`src/rtl/ctrl_pkg.sv`:
```
// Shared constants for the tiny-CPU control sequencer: field widths,
// FSM state encoding, opcode map and ALU operation codes.
// Optional build macro used by the sequencer: CTRL_ILLEGAL_TRAP_EN.
package ctrl_pkg;

    localparam int INST_W = 8;
    localparam int OPC_W  = 4;

    // FSM state encoding (3 bits, legacy-compatible constants)
    localparam logic [2:0] ST_FETCH  = 3'd0;
    localparam logic [2:0] ST_DECODE = 3'd1;
    localparam logic [2:0] ST_MEM_RD = 3'd2;
    localparam logic [2:0] ST_MEM_WR = 3'd3;
    localparam logic [2:0] ST_HALT   = 3'd4;

    // Opcode map, instruction bits [7:4]
    localparam logic [OPC_W-1:0] OP_NOP = 4'h0;
    localparam logic [OPC_W-1:0] OP_LDA = 4'h1;
    localparam logic [OPC_W-1:0] OP_STA = 4'h2;
    localparam logic [OPC_W-1:0] OP_ADD = 4'h3;
    localparam logic [OPC_W-1:0] OP_SUB = 4'h4;
    localparam logic [OPC_W-1:0] OP_LDI = 4'h5;
    localparam logic [OPC_W-1:0] OP_JMP = 4'h6;
    localparam logic [OPC_W-1:0] OP_JZ  = 4'h7;
    localparam logic [OPC_W-1:0] OP_OUT = 4'h8;
    localparam logic [OPC_W-1:0] OP_HLT = 4'hF;

    // ALU operation select
    localparam logic [1:0] ALU_PASS = 2'b00;
    localparam logic [1:0] ALU_ADD  = 2'b01;
    localparam logic [1:0] ALU_SUB  = 2'b10;

endpackage

```
`src/rtl/ctrl_sequencer_if.sv`:
```
// Control bus between the sequencer (master) and the CPU datapath (slave).
// The illegal flag exists only when CTRL_ILLEGAL_TRAP_EN is defined.
interface ctrl_sequencer_if;
    import ctrl_pkg::*;

    logic [INST_W-1:0] ir_inst;
    logic              mem_ready;
    logic              zero_flag;
    logic              ir_load;
    logic              pc_inc;
    logic              pc_load;
    logic              addr_sel;
    logic              mem_rd;
    logic              mem_wr;
    logic              acc_load;
    logic              acc_src;
    logic [1:0]        alu_op;
    logic              out_load;
    logic              halted;
`ifdef CTRL_ILLEGAL_TRAP_EN
    logic              illegal;

    modport master (
        input  ir_inst, mem_ready, zero_flag,
        output ir_load, pc_inc, pc_load, addr_sel, mem_rd, mem_wr,
               acc_load, acc_src, alu_op, out_load, halted, illegal
    );

    modport slave (
        output ir_inst, mem_ready, zero_flag,
        input  ir_load, pc_inc, pc_load, addr_sel, mem_rd, mem_wr,
               acc_load, acc_src, alu_op, out_load, halted, illegal
    );
`else
    modport master (
        input  ir_inst, mem_ready, zero_flag,
        output ir_load, pc_inc, pc_load, addr_sel, mem_rd, mem_wr,
               acc_load, acc_src, alu_op, out_load, halted
    );

    modport slave (
        output ir_inst, mem_ready, zero_flag,
        input  ir_load, pc_inc, pc_load, addr_sel, mem_rd, mem_wr,
               acc_load, acc_src, alu_op, out_load, halted
    );
`endif

endinterface

```
`src/rtl/ctrl_decode.sv`:
```
// Combinational opcode classifier: maps the opcode field to an
// instruction class and the ALU operation used during MEM_RD.
module ctrl_decode
    import ctrl_pkg::*;
(
    input  logic [OPC_W-1:0] opcode,
    output logic             is_mem_rd,
    output logic             is_mem_wr,
    output logic             is_imm,
    output logic             is_jmp,
    output logic             is_jz,
    output logic             is_out,
    output logic             is_hlt,
    output logic             is_illegal,
    output logic [1:0]       alu_op
);

    // One-hot class flags per opcode; 9-E fall through to illegal
    always_comb begin
        is_mem_rd  = 1'b0;
        is_mem_wr  = 1'b0;
        is_imm     = 1'b0;
        is_jmp     = 1'b0;
        is_jz      = 1'b0;
        is_out     = 1'b0;
        is_hlt     = 1'b0;
        is_illegal = 1'b0;
        alu_op     = ALU_PASS;
        case (opcode)
            OP_NOP: ;
            OP_LDA: is_mem_rd = 1'b1;
            OP_ADD: begin
                is_mem_rd = 1'b1;
                alu_op    = ALU_ADD;
            end
            OP_SUB: begin
                is_mem_rd = 1'b1;
                alu_op    = ALU_SUB;
            end
            OP_STA: is_mem_wr = 1'b1;
            OP_LDI: is_imm    = 1'b1;
            OP_JMP: is_jmp    = 1'b1;
            OP_JZ:  is_jz     = 1'b1;
            OP_OUT: is_out    = 1'b1;
            OP_HLT: is_hlt    = 1'b1;
            default: is_illegal = 1'b1;
        endcase
    end

endmodule

```
`src/rtl/ctrl_sequencer.sv`:
```
// Fetch/decode/execute control FSM for the tiny CPU. Holds the state
// register and drives all datapath strobes combinationally.
// Build option CTRL_ILLEGAL_TRAP_EN: opcodes 9-E halt and raise illegal;
// without it they execute as NOP.
module ctrl_sequencer #(
    parameter int INST_W = ctrl_pkg::INST_W,
    parameter int OPC_W  = ctrl_pkg::OPC_W
) (
    input  logic              clk,
    input  logic              rst,
    ctrl_sequencer_if.master  bus
);
    import ctrl_pkg::ST_FETCH;
    import ctrl_pkg::ST_DECODE;
    import ctrl_pkg::ST_MEM_RD;
    import ctrl_pkg::ST_MEM_WR;
    import ctrl_pkg::ST_HALT;
    import ctrl_pkg::ALU_PASS;

    logic [2:0]       state;
    logic [2:0]       state_nxt;
    logic [OPC_W-1:0] opcode;
    logic             dec_mem_rd;
    logic             dec_mem_wr;
    logic             dec_imm;
    logic             dec_jmp;
    logic             dec_jz;
    logic             dec_out;
    logic             dec_hlt;
    logic             dec_illegal;
    logic [1:0]       dec_alu_op;
    logic             unused_operand;

    assign opcode         = bus.ir_inst[INST_W-1 -: OPC_W];
    assign unused_operand = ^bus.ir_inst[INST_W-OPC_W-1:0];

    ctrl_decode u_decode (
        .opcode     (opcode),
        .is_mem_rd  (dec_mem_rd),
        .is_mem_wr  (dec_mem_wr),
        .is_imm     (dec_imm),
        .is_jmp     (dec_jmp),
        .is_jz      (dec_jz),
        .is_out     (dec_out),
        .is_hlt     (dec_hlt),
        .is_illegal (dec_illegal),
        .alu_op     (dec_alu_op)
    );

    // State register; reset abandons any access in progress
    always_ff @(posedge clk) begin
        if (rst) state <= ST_FETCH;
        else     state <= state_nxt;
    end

`ifdef CTRL_ILLEGAL_TRAP_EN
    logic illegal_q;

    // Sticky trap flag, set on the DECODE->HALT transition for 9-E
    always_ff @(posedge clk) begin
        if (rst)                                    illegal_q <= 1'b0;
        else if (state == ST_DECODE && dec_illegal) illegal_q <= 1'b1;
    end

    assign bus.illegal = illegal_q & ~rst;
`endif

    // Next-state and strobe generation; everything held low during reset
    always_comb begin
        state_nxt    = state;
        bus.ir_load  = 1'b0;
        bus.pc_inc   = 1'b0;
        bus.pc_load  = 1'b0;
        bus.addr_sel = 1'b0;
        bus.mem_rd   = 1'b0;
        bus.mem_wr   = 1'b0;
        bus.acc_load = 1'b0;
        bus.acc_src  = 1'b0;
        bus.alu_op   = ALU_PASS;
        bus.out_load = 1'b0;
        bus.halted   = 1'b0;
        if (!rst) begin
            case (state)
                ST_FETCH: begin
                    bus.mem_rd = 1'b1;
                    if (bus.mem_ready) begin
                        bus.ir_load = 1'b1;
                        bus.pc_inc  = 1'b1;
                        state_nxt   = ST_DECODE;
                    end
                end
                ST_DECODE: begin
                    state_nxt = ST_FETCH;
                    if (dec_mem_rd) begin
                        state_nxt = ST_MEM_RD;
                    end else if (dec_mem_wr) begin
                        state_nxt = ST_MEM_WR;
                    end else if (dec_imm) begin
                        bus.acc_load = 1'b1;
                        bus.acc_src  = 1'b1;
                    end else if (dec_jmp) begin
                        bus.pc_load = 1'b1;
                    end else if (dec_jz) begin
                        bus.pc_load = bus.zero_flag;
                    end else if (dec_out) begin
                        bus.out_load = 1'b1;
                    end else if (dec_hlt) begin
                        state_nxt = ST_HALT;
                    end else if (dec_illegal) begin
`ifdef CTRL_ILLEGAL_TRAP_EN
                        state_nxt = ST_HALT;
`else
                        state_nxt = ST_FETCH;
`endif
                    end
                end
                ST_MEM_RD: begin
                    bus.mem_rd   = 1'b1;
                    bus.addr_sel = 1'b1;
                    bus.alu_op   = dec_alu_op;
                    if (bus.mem_ready) begin
                        bus.acc_load = 1'b1;
                        state_nxt    = ST_FETCH;
                    end
                end
                ST_MEM_WR: begin
                    bus.mem_wr   = 1'b1;
                    bus.addr_sel = 1'b1;
                    if (bus.mem_ready) state_nxt = ST_FETCH;
                end
                ST_HALT: begin
                    bus.halted = 1'b1;
                end
                default: state_nxt = ST_FETCH;
            endcase
        end
    end

endmodule

```
`src/flat_wrapper.sv`:
```
// flat-port wrapper written by rule: the top's interface ports become plain ports
module ctrl_sequencer_flat import ctrl_pkg::ST_FETCH; import ctrl_pkg::ST_DECODE; import ctrl_pkg::ST_MEM_RD; import ctrl_pkg::ST_MEM_WR; import ctrl_pkg::ST_HALT; import ctrl_pkg::ALU_PASS;
#(
    parameter int INST_W = ctrl_pkg::INST_W,
    parameter int OPC_W  = ctrl_pkg::OPC_W
)
  (clk, rst, bus_ir_inst, bus_mem_ready, bus_zero_flag, bus_ir_load, bus_pc_inc, bus_pc_load, bus_addr_sel, bus_mem_rd, bus_mem_wr, bus_acc_load, bus_acc_src, bus_alu_op, bus_out_load, bus_halted);
  ctrl_sequencer_if bus_i ();
  input  logic clk;
  input  logic rst;
  input wire logic [$bits(bus_i.ir_inst)-1:0] bus_ir_inst;
  input wire logic [$bits(bus_i.mem_ready)-1:0] bus_mem_ready;
  input wire logic [$bits(bus_i.zero_flag)-1:0] bus_zero_flag;
  output wire logic [$bits(bus_i.ir_load)-1:0] bus_ir_load;
  output wire logic [$bits(bus_i.pc_inc)-1:0] bus_pc_inc;
  output wire logic [$bits(bus_i.pc_load)-1:0] bus_pc_load;
  output wire logic [$bits(bus_i.addr_sel)-1:0] bus_addr_sel;
  output wire logic [$bits(bus_i.mem_rd)-1:0] bus_mem_rd;
  output wire logic [$bits(bus_i.mem_wr)-1:0] bus_mem_wr;
  output wire logic [$bits(bus_i.acc_load)-1:0] bus_acc_load;
  output wire logic [$bits(bus_i.acc_src)-1:0] bus_acc_src;
  output wire logic [$bits(bus_i.alu_op)-1:0] bus_alu_op;
  output wire logic [$bits(bus_i.out_load)-1:0] bus_out_load;
  output wire logic [$bits(bus_i.halted)-1:0] bus_halted;
  assign bus_i.ir_inst = bus_ir_inst;
  assign bus_i.mem_ready = bus_mem_ready;
  assign bus_i.zero_flag = bus_zero_flag;
  assign bus_ir_load = bus_i.ir_load;
  assign bus_pc_inc = bus_i.pc_inc;
  assign bus_pc_load = bus_i.pc_load;
  assign bus_addr_sel = bus_i.addr_sel;
  assign bus_mem_rd = bus_i.mem_rd;
  assign bus_mem_wr = bus_i.mem_wr;
  assign bus_acc_load = bus_i.acc_load;
  assign bus_acc_src = bus_i.acc_src;
  assign bus_alu_op = bus_i.alu_op;
  assign bus_out_load = bus_i.out_load;
  assign bus_halted = bus_i.halted;
  ctrl_sequencer #(.INST_W(INST_W), .OPC_W(OPC_W)) u_core (.clk(clk), .rst(rst), .bus(bus_i));
endmodule
```
`config.mk`:
```
export PLATFORM = sky130hd
export DESIGN_NAME = ctrl_sequencer_flat
export DESIGN_NICKNAME = d
export VERILOG_FILES = /design/src/rtl/ctrl_pkg.sv /design/src/rtl/ctrl_sequencer_if.sv /design/src/rtl/ctrl_decode.sv /design/src/rtl/ctrl_sequencer.sv /design/src/flat_wrapper.sv
export SDC_FILE = /design/constraint.sdc
export NUM_CORES = 1
export LEC_CHECK = 0
export BUFFER_PORTS_ARGS = -buffer_cell sky130_fd_sc_hd__buf_2
export CORE_AREA = 2 2 39 41
export DETAILED_ROUTE_END_ITERATION = 8
export DIE_AREA = 0 0 41 43
export GPL_TIMING_DRIVEN = 0
export PLACE_DENSITY = 0.6
export SLEW_MARGIN = 25
export SYNTH_ARGS = -nofsm -noshare
export SYNTH_HDL_FRONTEND = slang
export SYNTH_SLANG_ARGS = --single-unit
```
`constraint.sdc`:
```
create_clock -name clk -period 1 [get_ports clk]
set_clock_uncertainty 0.05 [all_clocks]
set_input_delay 0.1 -clock clk [delete_from_list [all_inputs] [get_ports clk]]
set_output_delay 0.1 -clock clk [all_outputs]
set_load 0.01 [all_outputs]
```
==> impl_metrics.yaml, run 1 <==
worst_setup_path:
  criticalPathCategory: "reg2out"
  cp.required_ns: 0.85
  critPathLaunchType: "register"
  end_kind: "primary output"
  cp_max_fo: 4
  critPathArrivalTime_ns: 1.42
global_routing:
  antenna_found_initial: 0
  grt-ovfl-total: 0
  grt_usage: 0.120
  grt_max_degree: 10
  grt_first_pass_wirelength_mm: 1.42
  grt_pass1_vias: 350
logic_synthesis:
  synth_edf_count: 0
  ys_types: 22
  synth-seq-cells: 3
  syn_nets: 52
  synth-main-ff-cell: "dfxtp_1"
  netlist_instances: 40
  avgSynthCellArea_um2: 7.32
  synthArstFlopShare: 0
  ys_seq_area_frac: 0.205
  synth_area_um2: 293
  synth_warnings: 0
power_and_ir_drop:
  power.internal_w: 0.000357
  p_seq_frac: 0.265
  power.total_w: 0.000508
  power.density_mw_per_mm2: 874
  comb_power_share: 0.322
  p_leak_nw: 0.273
  clock_power_share: 0.413
  vdd_drop_max_uv: 307
  sw_frac_of_total: 0.296
  p_switching_w: 0.000150
clock_network:
  clock_latency_ns: 0.23
  holdBufCountCts: 0
  cts_made_buffers: 3
  tritoncts: "yes"
  ctsHtreeMaxLevel: 1
  root_buffer: "clkbuf_4"
  clock_sinks: 3
  cts.clk_slew.worst_paths_ns: 0.03
  clockBufferDepth: 2
outcome:
  status: "complete, but fails checks"
  violations: "setup timing"
sta:
  relSlewSlack: 0.707
  hold_viol: 0
  fmax_mhz: 635
  tightest_slew_ns: 0.440
  setup_viol: 15
  post-route-period-util: 1.57
  min_period_ns: 1.57
  final_max_slew_viol_count: 0
  rsz0062_at_grt: "yes"
  layout_setup_ws_ns: -0.574
drt:
  wl_um: 916
  vias: 405
  firstDrtPassIters: 5
  vias_per_cell: 4.76
  drc: 0
  drtIter0Drc: 4
  drtAntennaViolNets: 0
  avgRoutedWirePerCell_um: 10.8
finish:
  final_common_cell: "buf_2"
  top_regs: "u_core.state: 3 flops"
  drive_gt1_frac: 0.667
  synthToLayoutAreaGrowth_pct: 98.3
  nets: 82
  antenna_cells: 0
  regMostFlops: "u_core.state"
  final_cell_mix: "buf_2, buf_4, nor2_1, buf_6"
  largest_reg_flops: 3
die:
  ios: 24
  start_util: 0.212
  row_count: 14
  coreArea_mm2: 0.00138
  die-height_um: 43
  die_w_um: 41
  dieArea_mm2: 0.00176
placement:
  globalplace.congestion: 0.663
  pre_cts_ws_ns: -0.385
  hpwl_um: 672
  port_buffers: 18
run:
  maxCapViolations: 0
hold_path:
  hp-class: "in2reg"
[cells by family after synthesis]
group           synth area share
compound gates             0.197
buf+inv                    0.115
simple gates               0.483
flops                      0.205
[through the flow]
step	instance area [um^2]	setup TNS, ns	utilization	hold WS, ns	cells
2_1_floorplan	358	-1.19	-	0.142	40
3_3_place_gp	468	-2.11	0.338	0.289	74
3_5_place_dp	468	-2.27	0.338	0.293	74
4_1_cts	543	-5.25	0.392	0.0417	83
5_1_grt	581	-6.27	0.420	0.0601	85
6_report	581	-5.08	0.420	0.0617	85
[cell type report]
cell class | instances | area (um^2)
Tap cell | 16 | 20.0
Fill cell | 151 | 803
Sequential cell | 3 | 68.8
Timing Repair Buffer | 26 | 170
Buffer | 2 | 15.0
Inverter | 3 | 11.3
Multi-Input combinational cell | 31 | 269
Clock buffer | 4 | 26.3
[synthesized netlist by cell type (2+ instances only)]
master | instances | area (um^2)
nor2_1 | 6 | 22.5
nand2_1 | 5 | 18.8
nor3_1 | 2 | 10.0
o21ai_0 | 3 | 15.0
inv_1 | 3 | 11.3
nand3_1 | 3 | 15.0
dfxtp_1 | 3 | 60.1
[worst max-delay path, stage by stage, from the launching register on]
cell and delay, ns:
dfxtp_2 0.35, nor4b_4 0.38, nand3b_4 0.14, o31ai_4 0.17, buf_2 0.16
[routing by layer]
layer  up-vias  global-route usage  wire length [um]
met5         -                   0                 0
met4         0               0.100                13
met3         2              0.0314                72
met2        18               0.156               441
met1       184               0.157               388
li1        201                   -                 -
[power groups by stage]
stage	Combinational [W]	Clock, W	Sequential, W
6_report	0.000163	0.000210	0.000134
5_1_grt	0.000177	0.000238	0.000135
4_1_cts	0.000143	0.000220	0.000135
3_5_place_dp	0.000123	0	0.000140
3_3_place_gp	0.000120	0	0.000139
2_1_floorplan	0.0000748	0	0.000138
[repair_timing]
| action | 4_1_cts | 5_1_grt |
|---|---|---|
| setup buffers | 5 | 3 |
| gates resized for setup | 4 | 6 |
| pin swaps | 3 | 7 |
| cloned | 0 | 0 |
| setup endpoints to repair | 14 | 15 |
[final timing paths]
path                                 from  slack [ns]                      endpoint  depth (start not counted)
max          u_core.state[2]$_SDFFE_PP0P_       -0.57                  bus_acc_load                          4
max reg2reg  u_core.state[2]$_SDFFE_PP0P_       -0.30  u_core.state[1]$_SDFFE_PP0P_                          5
min                         bus_mem_ready        0.06  u_core.state[0]$_SDFFE_PP0P_                          2
min reg2reg  u_core.state[1]$_SDFFE_PP0P_        0.53  u_core.state[0]$_SDFFE_PP0P_                          2
Power figures use the tool's default switching activity.
==> run 2: changes to the inputs <==
--- a/config.mk
+++ b/config.mk
@@ -10,8 +10,9 @@
 export DETAILED_ROUTE_END_ITERATION = 8
 export DIE_AREA = 0 0 41 43
 export GPL_TIMING_DRIVEN = 0
-export PLACE_DENSITY = 0.6
+export PLACE_DENSITY = 0.66
 export SLEW_MARGIN = 25
 export SYNTH_ARGS = -nofsm -noshare
 export SYNTH_HDL_FRONTEND = slang
+export SYNTH_HIERARCHICAL = 1
 export SYNTH_SLANG_ARGS = --single-unit
==> impl_metrics.yaml, run 2 <==
die:
  row_count: 14
  die_w_um: 41
  start_util: 0.248
  ios: 24
  die-height_um: 43
  coreArea_mm2: 0.00138
  dieArea_mm2: 0.00176
hold_path:
  whs_endpoint: "u_core/state[1]$_SDFFE_PP0P_"
  min_from: "rst"
  hp-class: "in2reg"
  hold_depth: 2
finish:
  regMostFlops: "u_core/state"
  synthToLayoutAreaGrowth_pct: 112
  top_regs: "u_core/state: 3 flops"
  drive_gt1_frac: 0.724
  final_cells: 92
  final_cell_mix: "buf_2, buf_6, buf_4"
  stdcell_area_um2: 727
  antenna_cells: 0
  largest_reg_flops: 3
  nets: 89
drt:
  drc: 0
  drtAntennaViolNets: 0
  avgRoutedWirePerCell_um: 13.0
  drtIter0Drc: 2
  wl_mm: 1.20
  firstDrtPassIters: 4
  vias: 464
  vias_per_cell: 5.04
clock_network:
  tritoncts: "yes"
  clockBufferDepth: 2
  clock_latency_ns: 0.23
  holdBufCountCts: 0
  cts.clk_slew.worst_paths_ns: 0.03
  ctsHtreeMaxLevel: 1
  cts_made_buffers: 3
  root_buffer: "clkbuf_4"
  clock_sinks: 3
logic_synthesis:
  avgSynthCellArea_um2: 7.79
  syn_nets: 56
  netlist_instances: 44
  synth_warnings: 6
  synth_area_um2: 343
global_routing:
  antenna_found_initial: 0
  grt_usage: 0.145
  grt_pass1_vias: 404
  grt_max_degree: 8
  grt-ovfl-total: 0
  grt_first_pass_wirelength_mm: 1.72
sta:
  min_period_ns: 1.59
  relSlewSlack: 0.776
  hold_viol: 0
  post-route-period-util: 1.59
  tightest_slew_ns: 0.331
  fmax_mhz: 629
  fin_setup_tns_ns: -5.36
  setup_viol: 15
  rsz0062_at_grt: "yes"
  final_max_slew_viol_count: 0
  layout_setup_ws_ns: -0.589
power_and_ir_drop:
  power.density_mw_per_mm2: 762
  p_leak_nw: 0.316
  vdd_drop_max_uv: 716
  power.total_w: 0.000554
placement:
  placed_cell_area_um2: 492
  port_buffers: 18
  dp.cells: 78
  hpwl_um: 698
  globalplace.congestion: 0.710
worst_setup_path:
  cp_top_family: "simple AND/OR/NAND/NOR gates"
  cp_slowest_cell: "dfxtp_4"
  critical_path.cell_chain: "nor4b_4, nand3b_1, nor4b_4, buf_2"
  criticalPathCategory: "reg2out"
  cp.required_ns: 0.85
  critPathLaunchType: "register"
  r2r-end: "u_core/state[2]$_SDFFE_PP0P_"
  cp_max_fo: 2
  rrSetupSlack_ns: -0.23
  rr_startpoint: "u_core/state[1]$_SDFFE_PP0P_"
  end_kind: "primary output"
  reg2reg_depth: 4
  worst-path-buf-inv: 1
  critPathArrivalTime_ns: 1.44
  slowest_delay_ns: 0.34
  path_common_cell: "nor4b_4"
  cp.depth: 4
outcome:
  status: "complete, but fails checks"
  violations: "setup timing"
run:
  maxCapViolations: 0
## run 2: where the power goes
group	internal, W	switching, W
Clock	0.000149	0.0000571
Combinational	0.000116	0.000102
Sequential	0.000124	0.00000531
## run 2: how the worst max path moves through the flow
stage | slack, ns | to | startpoint
detailed placement | -0.51 | bus_acc_load | bus_ir_inst[4]
finish | -0.59 | bus_out_load | u_core/state[1]$_SDFFE_PP0P_
floorplan | -0.32 | bus_out_load | bus_ir_inst[6]
CTS | -0.56 | bus_out_load | bus_ir_inst[6]
global placement | -0.50 | bus_acc_load | bus_ir_inst[4]
global route | -0.67 | bus_out_load | u_core/state[1]$_SDFFE_PP0P_
## run 2: cell type report
cell class	instances	area, um^2
fillers	132	657
multi-input cells	38	362
repair buffers	28	220
flip-flops and latches	3	68.8
clock buffers	4	26.3
plain buffers	2	26.3
well taps	16	20.0
inverters	1	3.75
## run 2: repair_timing
action | in CTS | in global routing
pin swaps | 7 | 9
setup endpoints to repair | 14 | 15
buffers inserted | 6 | 6
cloned | 0 | 0
resized for setup | 24 | 10
## run 2: metal layers
metal  share of wire  track usage
met5               0            0
met4           0.014       0.0600
met3           0.057       0.0157
met2            0.57        0.250
met1            0.36        0.169
## run 2: through the flow
step                utilization  setup WS, ns  hold WS, ns
finish                    0.525        -0.589        0.118
global route              0.525        -0.669        0.118
CTS                       0.472        -0.559        0.109
detailed placement        0.355        -0.514        0.329
global placement          0.355        -0.502        0.316
floorplan                     -        -0.318        0.126
==> run 3: changes to the inputs <==
--- a/config.mk
+++ b/config.mk
@@ -16,3 +16,4 @@
 export SYNTH_HDL_FRONTEND = slang
 export SYNTH_HIERARCHICAL = 1
 export SYNTH_SLANG_ARGS = --single-unit
+export TNS_END_PERCENT = 1
==> impl_metrics.yaml, run 3 (same netlist as run 2, synthesis figures left out) <==
drt:
  wl_um: 963
  drc: 0
  vias_per_cell: 4.88
  drtAntennaViolNets: 0
  firstDrtPassIters: 2
  avgRoutedWirePerCell_um: 10.9
  drtIter0Drc: 2
  vias: 429
power_and_ir_drop:
  p_seq_frac: 0.267
  clock_power_share: 0.417
  comb_power_share: 0.316
  sw_frac_of_total: 0.286
  p_leak_nw: 0.290
  power.total_w: 0.000495
  power.density_mw_per_mm2: 801
  power.internal_w: 0.000353
  vdd_drop_max_uv: 415
  p_switching_w: 0.000142
die:
  dieArea_mm2: 0.00176
  die-height_um: 43
  die_w_um: 41
  row_count: 14
  coreArea_mm2: 0.00138
  ios: 24
  start_util: 0.248
sta:
  layout_setup_ws_ns: -0.517
  min_period_ns: 1.52
  setup_viol: 14
  final_max_slew_viol_count: 0
  tightest_slew_ns: 0.347
  hold_viol: 0
  fmax_mhz: 659
  post-route-period-util: 1.52
  rsz0062_at_grt: "yes"
  relSlewSlack: 0.765
  holdWs_ns: 0.0932
clock_network:
  clockBufferDepth: 2
  clock_latency_ns: 0.23
  tritoncts: "yes"
  cts_made_buffers: 3
  clock_sinks: 3
  holdBufCountCts: 0
  ctsHtreeMaxLevel: 1
  root_buffer: "clkbuf_4"
  cts.clk_slew.worst_paths_ns: 0.04
finish:
  top_regs: "u_core/state: 3 flops"
  multi_input_area_um2: 327
  seqCellArea_um2: 68.8
  nets: 85
  final_cells: 88
  final_common_cell: "buf_2"
  fill_cells: 151
  drive_gt1_frac: 0.681
  synthToLayoutAreaGrowth_pct: 80.3
  stdcell_area_um2: 618
  final_cell_mix: "buf_2, buf_4, nor3_2, and3_2, nor2_1"
  antenna_cells: 0
  largest_reg_flops: 3
  regMostFlops: "u_core/state"
worst_setup_path:
  cp-startpoint: "bus_ir_inst[6]"
  cp_max_fo: 4
  cp.required_ns: 0.85
  critPathArrivalTime_ns: 1.37
  critical_path.endpoint: "bus_out_load"
  r2r-end: "u_core/state[2]$_SDFFE_PP0P_"
  criticalPathCategory: "in2out"
  reg2reg_depth: 4
  rrSetupSlack_ns: -0.15
  critPathLaunchType: "primary input"
  rr_startpoint: "u_core/state[1]$_SDFFE_PP0P_"
  end_kind: "primary output"
global_routing:
  grt_usage: 0.113
  grt_pass1_vias: 363
  grt_max_degree: 8
  grt-ovfl-total: 0
  grt_first_pass_wirelength_mm: 1.42
  antenna_found_initial: 0
placement:
  hpwl_um: 682
  globalplace.congestion: 0.756
  placed_cell_area_um2: 467
  port_buffers: 18
  dp.cells: 78
run:
  maxCapViolations: 0
hold_path:
  hp-class: "in2reg"
outcome:
  status: "complete, but fails checks"
  violations: "setup timing"
run 3: worst min-delay path by stage:
stage	start	endpoint	slack (ns)	cells after the start
floorplan	rst	u_core/state[1]$_SDFFE_PP0P_	0.13	1
global placement	rst	u_core/state[1]$_SDFFE_PP0P_	0.29	2
detailed placement	rst	u_core/state[1]$_SDFFE_PP0P_	0.29	2
CTS	rst	u_core/state[1]$_SDFFE_PP0P_	0.05	2
global route	rst	u_core/state[1]$_SDFFE_PP0P_	0.09	2
finish	rst	u_core/state[1]$_SDFFE_PP0P_	0.09	2
run 3: stage by stage:
| stage | setup TNS, ns | utilization | worst slack [ns] |
|---|---|---|---|
| 2_1_floorplan | -1.81 | - | -0.350 |
| 3_3_place_gp | -3.20 | 0.337 | -0.530 |
| 3_5_place_dp | -3.35 | 0.337 | -0.547 |
| 4_1_cts | -4.95 | 0.419 | -0.572 |
| 5_1_grt | -5.61 | 0.447 | -0.631 |
| 6_report | -4.44 | 0.447 | -0.517 |
run 3: worst max-delay path: stages:
cell and delay, ns:
buf_8 0.10, nor4b_4 0.12, a21o_1 0.20, nor4b_4 0.28, nand3b_1 0.17, nor4b_4 0.23, buf_2 0.16
run 3: per-layer routing:
layer | track usage | part of all wire | up-vias
met3 | 0.0314 | 0.062 | 0
met1 | 0.140 | 0.42 | 195
met5 | 0 | 0 | -
met2 | 0.188 | 0.51 | 14
met4 | 0.0200 | 0 | 0
li1 | - | - | 220
run 3: layout make-up:
class                           count  area share
Multi-Input combinational cell     38       0.528
Timing Repair Buffer               24       0.239
Clock buffer                        4      0.0425
Tap cell                           16      0.0324
Buffer                              2      0.0364
Sequential cell                     3       0.111
Inverter                            1      0.0101
run 3: power groups by stage:
stage | clock network [W] | registers, W | logic, W
after floorplan | 0 | 0.000135 | 0.0000685
after global placement | 0 | 0.000136 | 0.000109
after detailed placement | 0 | 0.000137 | 0.000111
after CTS | 0.000214 | 0.000133 | 0.000144
after global routing | 0.000241 | 0.000133 | 0.000172
final | 0.000206 | 0.000132 | 0.000156
run 3: repair_timing:
action,in CTS,in global routing
pin swaps,4,4
buffers inserted,5,1
resized for setup,14,7
endpoints found under the setup margin,14,15
